--- src/rtl/ttc_enc_pkg.sv ---
// ============================================================================
// Module  : ttc_enc_pkg
// Purpose : Shared constants, frame-kind enum and 6b/8b symbol lookups for
//           the RD53A-style TTC frame encoder.
// Revision: 1.0 - initial release
// ============================================================================
`default_nettype none

package ttc_enc_pkg;

  localparam logic [15:0] SYNC_WORD = 16'h817E;

  typedef enum logic [1:0] {
    FK_IDLE = 2'd0,
    FK_SYNC = 2'd1,
    FK_CMD  = 2'd2,
    FK_TRIG = 2'd3
  } frame_kind_t;

  // Trigger-pattern symbol; pattern 0 never produces a trigger frame.
  function automatic logic [7:0] trig_sym(input logic [3:0] pat);
    logic [7:0] sym;
    case (pat)
      4'd1:    sym = 8'h2B;
      4'd2:    sym = 8'h2D;
      4'd3:    sym = 8'h2E;
      4'd4:    sym = 8'h33;
      4'd5:    sym = 8'h35;
      4'd6:    sym = 8'h36;
      4'd7:    sym = 8'h39;
      4'd8:    sym = 8'h3A;
      4'd9:    sym = 8'h3C;
      4'd10:   sym = 8'h4B;
      4'd11:   sym = 8'h4D;
      4'd12:   sym = 8'h4E;
      4'd13:   sym = 8'h53;
      4'd14:   sym = 8'h55;
      4'd15:   sym = 8'h56;
      default: sym = 8'h00;
    endcase
    return sym;
  endfunction

  // Data symbol carrying a 5-bit value (used for the trigger tag).
  function automatic logic [7:0] data_sym(input logic [4:0] val);
    logic [255:0] table_bits;
    table_bits = {8'h6A, 8'h6C, 8'h71, 8'h72, 8'h74, 8'h8B, 8'h8D, 8'h8E,
                  8'h93, 8'h95, 8'h96, 8'h99, 8'h9A, 8'h9C, 8'hA3, 8'hA5,
                  8'hA6, 8'hA9, 8'hAA, 8'hAC, 8'hB1, 8'hB2, 8'hB4, 8'hC3,
                  8'hC5, 8'hC6, 8'hC9, 8'hCA, 8'hCC, 8'hD1, 8'hD2, 8'hD4};
    return table_bits[8'd255 - {val, 3'b000} -: 8];
  endfunction

endpackage

`default_nettype wire

--- src/rtl/ttc_trig_accum.sv ---
// ============================================================================
// Module  : ttc_trig_accum
// Purpose : Owns the 4-BX window slot counter and collects the per-BX
//           trigger samples into the window pattern (first BX = MSB).
// Ports   : clk, rst (async, active-low), trigger  -> inputs
//           slot[1:0]     current BX position in the window
//           pat_full[3:0] complete window pattern (valid when win_end)
//           win_end       last BX of the window (slot 3)
// Revision: 1.0 - initial release
// ============================================================================
`default_nettype none

module ttc_trig_accum (
  input  logic       clk,
  input  logic       rst,
  input  logic       trigger,
  output logic [1:0] slot,
  output logic [3:0] pat_full,
  output logic       win_end
);

  logic [1:0] r_slot;
  // Bit 0 is never stored: the slot-3 sample is used combinationally.
  logic [3:1] r_pattern;

  always_ff @(posedge clk or negedge rst) begin
    if (!rst) begin
      r_slot    <= 2'd0;
      r_pattern <= 3'd0;
    end else begin
      r_slot <= r_slot + 2'd1;
      case (r_slot)
        2'd0:    r_pattern[3] <= trigger;
        2'd1:    r_pattern[2] <= trigger;
        2'd2:    r_pattern[1] <= trigger;
        default: r_pattern    <= r_pattern;
      endcase
    end
  end

  assign slot     = r_slot;
  assign win_end  = (r_slot == 2'd3);
  assign pat_full = {r_pattern, trigger};

endmodule

`default_nettype wire

--- src/rtl/ttc_frame_encoder.sv ---
// ============================================================================
// Module  : ttc_frame_encoder
// Purpose : Builds one 16-bit TTC frame per 4-BX window from triggers and
//           queued command words (priority TRIG > SYNC > CMD > IDLE).
// Ports   : clk, rst (async, active-low), trigger, cmd_data[15:0], cmd_valid
//           cmd_ready      command accepted when cmd_valid && cmd_ready
//           frame_data     encoded frame, [15:8] is sent first
//           frame_valid    one-cycle strobe per window
//           frame_is_trig  frame carries a trigger
//           trig_tag[4:0]  tag of the trigger frame
//           trig_frame_cnt, cmd_frame_cnt (only with TTC_ENC_STATS_EN)
// Config  : define TTC_ENC_STATS_EN to add the saturating frame counters.
// Revision: 1.0 - initial release
// ============================================================================
`default_nettype none

module ttc_frame_encoder
  import ttc_enc_pkg::*;
#(
  parameter int          SYNC_MAX  = 32,
  parameter logic [15:0] IDLE_WORD = 16'h6969
) (
  input  logic        clk,
  input  logic        rst,
  input  logic        trigger,
  input  logic [15:0] cmd_data,
  input  logic        cmd_valid,
  output logic        cmd_ready,
  output logic [15:0] frame_data,
  output logic        frame_valid,
  output logic        frame_is_trig,
  output logic [4:0]  trig_tag
`ifdef TTC_ENC_STATS_EN
  ,
  output logic [15:0] trig_frame_cnt,
  output logic [15:0] cmd_frame_cnt
`endif
);

  localparam int            SW        = $clog2(SYNC_MAX);
  localparam logic [SW-1:0] SYNC_LAST = SW'(SYNC_MAX - 1);

  logic [1:0]    w_slot;
  logic [3:0]    w_pat_full;
  logic          w_win_end;
  logic          w_sync_due;
  frame_kind_t   w_kind;
  logic [15:0]   w_frame;

  logic [4:0]    r_tag;
  logic [SW-1:0] r_since_sync;

  ttc_trig_accum u_accum (
    .clk      (clk),
    .rst      (rst),
    .trigger  (trigger),
    .slot     (w_slot),
    .pat_full (w_pat_full),
    .win_end  (w_win_end)
  );

  assign w_sync_due = (r_since_sync >= SYNC_LAST);
  // Combinational from trigger: a slot-3 trigger must still win the window.
  assign cmd_ready  = (w_slot == 2'd3) && (w_pat_full == 4'd0) && !w_sync_due;

  always_comb begin
    w_kind  = FK_IDLE;
    w_frame = IDLE_WORD;
    if (w_pat_full != 4'd0) begin
      w_kind  = FK_TRIG;
      w_frame = {trig_sym(w_pat_full), data_sym(r_tag)};
    end else if (w_sync_due) begin
      w_kind  = FK_SYNC;
      w_frame = SYNC_WORD;
    end else if (cmd_valid) begin
      w_kind  = FK_CMD;
      w_frame = cmd_data;
    end
  end

  always_ff @(posedge clk or negedge rst) begin
    if (!rst) begin
      frame_data    <= 16'd0;
      frame_valid   <= 1'b0;
      frame_is_trig <= 1'b0;
      trig_tag      <= 5'd0;
      r_tag         <= 5'd0;
      r_since_sync  <= SYNC_LAST;
    end else begin
      frame_valid <= w_win_end;
      if (w_win_end) begin
        frame_data    <= w_frame;
        frame_is_trig <= (w_kind == FK_TRIG);
        if (w_kind == FK_TRIG) begin
          trig_tag <= r_tag;
          r_tag    <= r_tag + 5'd1;
        end
        if (w_kind == FK_SYNC) begin
          r_since_sync <= '0;
        end else if (r_since_sync != SYNC_LAST) begin
          r_since_sync <= r_since_sync + SW'(1);
        end
      end
    end
  end

`ifdef TTC_ENC_STATS_EN
  always_ff @(posedge clk or negedge rst) begin
    if (!rst) begin
      trig_frame_cnt <= 16'd0;
      cmd_frame_cnt  <= 16'd0;
    end else if (w_win_end) begin
      if (w_kind == FK_TRIG && trig_frame_cnt != 16'hFFFF) begin
        trig_frame_cnt <= trig_frame_cnt + 16'd1;
      end
      if (w_kind == FK_CMD && cmd_frame_cnt != 16'hFFFF) begin
        cmd_frame_cnt <= cmd_frame_cnt + 16'd1;
      end
    end
  end
`endif

endmodule

`default_nettype wire
--- config.mk ---
export PLATFORM = sky130hd
export DESIGN_NAME = ttc_frame_encoder
export DESIGN_NICKNAME = d
export VERILOG_FILES = /design/src/rtl/ttc_enc_pkg.sv /design/src/rtl/ttc_trig_accum.sv /design/src/rtl/ttc_frame_encoder.sv
export SDC_FILE = /design/constraint.sdc
export NUM_CORES = 1
export LEC_CHECK = 0
export CORE_ASPECT_RATIO = 1.2
export CORE_MARGIN = 2
export CORE_UTILIZATION = 40
export DETAILED_ROUTE_END_ITERATION = 8
export GPL_TIMING_DRIVEN = 0
export HOLD_SLACK_MARGIN = 0.05
export PLACE_DENSITY = 0.73
export SLEW_MARGIN = 20
export SYNTH_ARGS = -nofsm -noshare
export SYNTH_HDL_FRONTEND = slang
export SYNTH_SLANG_ARGS = --single-unit
export TNS_END_PERCENT = 5
--- constraint.sdc ---
create_clock -name clk -period 2.8 [get_ports clk]
set_clock_uncertainty 0.2 [all_clocks]
set_input_delay 0.28 -clock clk [delete_from_list [all_inputs] [get_ports clk]]
set_output_delay 0.28 -clock clk [all_outputs]
set_load 0.02 [all_outputs]
# Yosys cells after proc, flatten, opt, wreduce, memory -nomap -nowiden
# Memories as Yosys holds them, arrays and structs flattened.
# Cells that the tools add are included.
# word_totals
reg_bits	38
mem_bits_ro	112
inputBits	20
output_inout_bits	24
elab_cells	40
n_memories	1
# classes
addsub	4
order_cmp	1
eq_ne	6
shift	1
muxes	8
reduce_logical	9
# memory_table
memory	depth	width	rd	rd_ports_with_merged_regs	wr	line	source
(no name shown)	16	7	1	0	0	ttc_enc_pkg.sv:23	case (pat)
# op_table
cell	n
$shiftx A263 B9 Y8 const A	1
$mux W16	3
$add A5 B1 Y5 const B	2
$mux W5	2
$sub A8 B8 Y8 const A	1
$eq A2 B2 Y1 const B	3
$mux W2	3
$ge A5 B5 Y1 const B	1
$ne A5 B5 Y1 const B	1
$eq A2 B1 Y1 const B	2
$logic_not A4 Y1	1
$reduce_and A2 Y1	2
$reduce_bool A4 Y1	1
$add A2 B1 Y2 const B	1
$logic_and A1 B1 Y1	2
$logic_not A2 Y1	1
$reduce_bool A2 Y1	1
$logic_not A1 Y1	1

# Depth between registers and ports, before layout
# logic_depth
ltp_word	6
depth_mapped	8
depth_no_buf	7

# By module
# A second synthesis with hierarchy kept.
# unflattened
cells_unflattened	252
area_unflattened_um2	2399.8
# by_module_without_submodules
module	n_inst	cells_each	area_per_inst_um2	seq_area_each_um2
ttc_frame_encoder	1	237	2172.1	832.0
ttc_trig_accum	1	15	227.7	125.1

# Least setup slack after synthesis
# Ideal clock, no wire load.
# synth_timing
path_type	register -> output
start	reg u_accum.r_pattern[1] (netlist bit)
end	out cmd_ready
t_arrival_ps	1740
required_time_ps	2320
path_slack_ps	580
stages_incl_launch_ff	6
n_path_buf	0
cell_sequence	dfrtp_1 -> inv_1 -> ha_1 -> nor3b_4 -> nand2_1 -> nor3_1
# synth_via
elab_chain_len	3
# synth_lines
element	line	source
start, declared	ttc_trig_accum.sv:24	logic [3:1] r_pattern;
start signal, assigned	ttc_trig_accum.sv:36	default: r_pattern <= r_pattern;
$logic_not A4 Y1	ttc_frame_encoder.sv:64	assign cmd_ready = (w_slot == 2'd3) && (w_pat_full == 4'd0) && !w_sync_due;
$logic_and A1 B1 Y1 (2 in series)	ttc_frame_encoder.sv:64	
end, declared	ttc_frame_encoder.sv:28	output logic cmd_ready,
# Every way passes these cells.

# Worst setup path in the final report
# Same ends and word-level chain as after synthesis.

==> flow_metrics.tcl <==
set metrics [dict create \
    status "finished, final reports clean" \
    cts_tree "built" \
    slew_headroom_pct 58.1 \
    clk-insertion-delay-late_ns 0.30 \
    n_antenna_cell 0 \
    row_count 31 \
    setup_viol 0 \
    clock_path_buffers 2 \
    grt_pass1_wl_mm 9.97 \
    cp.arrival_ns 2.15 \
    cts_buffers 5 \
    ant_nets 0 \
    finalCritPeriodShare_pct 94.0 \
    swShare_pct 38.8 \
    drtIter0Drc 125 \
    firstDrtPassIters 4 \
    critPathKind "register to primary output" \
    grt_pass1_vias 2070 \
    wl_per_cell_um 15.4 \
    power_leakage_uw 0.00133 \
    fmax_mhz 380 \
    antenna_found_initial 0 \
    globalplace.congestion 0.881 \
    synth.avg_cell_area_um2 9.42 \
    seqPwrFrac_pct 32.7 \
    synth_area_um2 2410 \
    synthCells 256 \
    hold_viol 0 \
    grt_overflow_total 0 \
    portBuffers 42 \
    irDropWorstVdd_mv 0.434 \
    synth_edf_count 0 \
    design.core.area_um2 5930 \
    synth_nets 296 \
    ff2ff_setup_slack_ns 0.22 \
    drcViolationCount 0 \
    grt_max_degree 29 \
    crit_path_max_fanout 7 \
    tightest_slew_ns 0.627 \
    design.die.area_um2 6670 \
    final_nets 348 \
    synth_warnings 0 \
    hold_path.class "primary input to async pin" \
    start_kind "register" \
    nFillCells 552 \
    track_usage_pct 19.8 \
    pre_cts_slack_ns -0.453 \
    cts.sinks 38 \
    dieWidth_um 74.9 \
    comb_power_share_pct 47.8 \
    synthArstFlopShare_pct 100 \
    fin_crit_ns 2.63 \
    wirelength_mm 6.03 \
    synth_seq_cells 38 \
    ys.flop_type "dfrtp_1" \
    reg2reg_depth 6 \
    total_power_uw 2420 \
    vias 2113 \
    seq_area_um2 957 \
    root_buffer "clkbuf_8" \
    p_per_area_nw_per_um2 785 \
    post-dp-hpwl_mm 4.31 \
    layout-drive-gt1-share_pct 11.3 \
    ys_seq_area_share_pct 39.7 \
    clkTransAtPathRegs_ns 0.08 \
    p_int_uw 1480 \
    fin_ws_ns 0.167 \
    end_kind "primary output" \
    ios 44 \
    die_y_um 89.1 \
    multi_input_area_um2 1300 \
    required_ns 2.32 \
    initial_utilization_pct 40.6 \
    switchingPower_uw 938 \
    syn_to_final_growth_pct 27.6 \
    rsz0062_at_grt "false" \
    setup-tns-final_ns 0 \
    slew_viol_final 0 \
    maxCapViolCount 0 \
    via_per_inst 5.40 \
    clkPwrFrac_pct 19.5 \
    synth_cell_types 58 \
    htreeDepth 2 \
]
-- synth_stat cells (2+ instances only) --
cell,n,area share [%]
inv_1,17,2.6
a211oi_1,5,1.6
o22ai_1,3,0.78
o21ai_0,16,3.3
buf_6,3,1.4
nor3b_1,2,0.62
a22o_1,3,1.1
nor3_1,6,1.2
dfstp_2,5,5.4
o31ai_1,2,0.62
xnor2_1,4,1.5
buf_2,5,1.0
a2111oi_0,3,1.1
mux2_2,2,0.93
clkbuf_1,6,0.93
nand2b_1,5,1.3
o211a_1,2,0.83
a311oi_1,2,0.73
nor2_1,19,3.0
mux2i_1,7,2.9
o221ai_1,2,0.73
a21oi_1,11,2.3
and3_1,2,0.52
nand3_1,4,0.83
nand2_1,25,3.9
o211ai_1,3,0.93
o21a_1,2,0.62
nor2b_1,5,1.3
ha_1,20,10
dfrtp_1,33,34
a31oi_1,5,1.3
-- final timing paths --
path | startpoint | to
min in group clk | cmd_valid | frame_data[4]
max in group asynchronous | rst | r_since_sync[0]
worst max-delay path | u_accum.r_pattern[1] | cmd_ready
worst min-delay path | rst | r_tag[0]
worst min register to register | trig_tag[2] | trig_tag[2]
worst max register to register | r_tag[0] | frame_data[4]
-- final cells by class --
cell class | count | area share (%)
Multi-Input combinational cell | 184 | 42.1
Buffer | 16 | 3.01
Clock inverter | 3 | 1.30
Timing Repair Buffer | 45 | 14.8
Clock buffer | 5 | 2.23
Tap cell | 82 | 3.33
Inverter | 18 | 2.19
Sequential cell | 38 | 31.1
-- registers in the layout (all words and copies together), names as in the netlist --
| signal | count |
|---|---|
| r_tag | 5 |
| r_since_sync | 5 |
| u_accum.slot | 2 |
| frame_data | 16 |
| frame_is_trig | 1 |
| frame_valid | 1 |
| u_accum.r_pattern | 3 |
| trig_tag | 5 |
-- through the flow --
stage | area [um2] | std cells | hold slack (ns) | util, %
5_1_grt | 3080 | 391 | 0.210 | 51.9
4_1_cts | 3080 | 391 | 0.195 | 51.8
2_1_floorplan | 2410 | 256 | -0.216 | -
3_5_place_dp | 2950 | 381 | -0.0201 | 49.7
3_3_place_gp | 2940 | 380 | 0.259 | 49.5
6_report | 3080 | 391 | 0.187 | 51.9
-- power groups by stage --
stage	Sequential, uW	Combinational, uW	Clock (uW)
detailed placement	798	1140	0
finish	789	1150	472
floorplan	902	629	0
CTS	790	1150	483
global placement	798	1120	0
global route	811	1270	505
-- cells in the final DEF, fill, tap and decap left out, types with 3 or more instances in the layout --
cell	synthesis	layout
a211oi_1	5	5
a21oi_1	11	11
a22o_1	3	3
a31oi_1	5	5
buf_2	5	6
buf_6	3	3
clkbuf_1	6	6
clkbuf_8	0	5
clkdlybuf4s50_1	0	39
dfrtp_1	33	33
dfstp_2	5	5
ha_1	20	20
inv_1	17	16
mux2i_1	7	7
nand2_1	25	25
nand2b_1	5	5
nand3_1	4	4
nor2_1	19	19
nor2b_1	5	5
nor3_1	6	6
o211ai_1	3	3
o21ai_0	16	16
o22ai_1	3	3
xnor2_1	4	4
-- critical path: stages, from the launching register on --
cell	delay, ns
dfrtp_1	0.45
inv_1	0.19
ha_1	0.30
nor3b_4	0.25
nand2_1	0.14
nor3_1	0.17
dlygate4sd2_1	0.36
-- kinds of logic (layout without fill, tap and decap cells) --
family                     after synthesis  count (layout)  synth area share (%)
muxes                                   10              10                  4.77
adders and majority gates               20              20                  10.4
xor gates and xnor gates                 4               4                  1.45
and+or+nand+nor                         75              75                  15.2
DFF                                     38              38                  39.7
buffers and inverters                   34              87                  6.64
AOI/OAI and AO/OA                       75              75                  21.8
-- metal layers --
layer  vias to the layer above  wire [um]  global-route usage (%)
met1                      1021       2640                    25.9
met2                        63       3000                    32.2
met3                        10        281                    4.62
li1                       1019          -                       -
met5                         -          0                       0
met4                         0        104                    6.66
-- what timing repair did --
| action | CTS | global route |
|---|---|---|
| hold endpoints to repair | 33 | 0 |
| hold buffers | 1 | 0 |
| setup buffers | 1 | 0 |
| resized for setup | 1 | 3 |
| endpoints found under the setup margin | 1 | 2 |
Note: power is estimated with default switching activity, not from simulation.
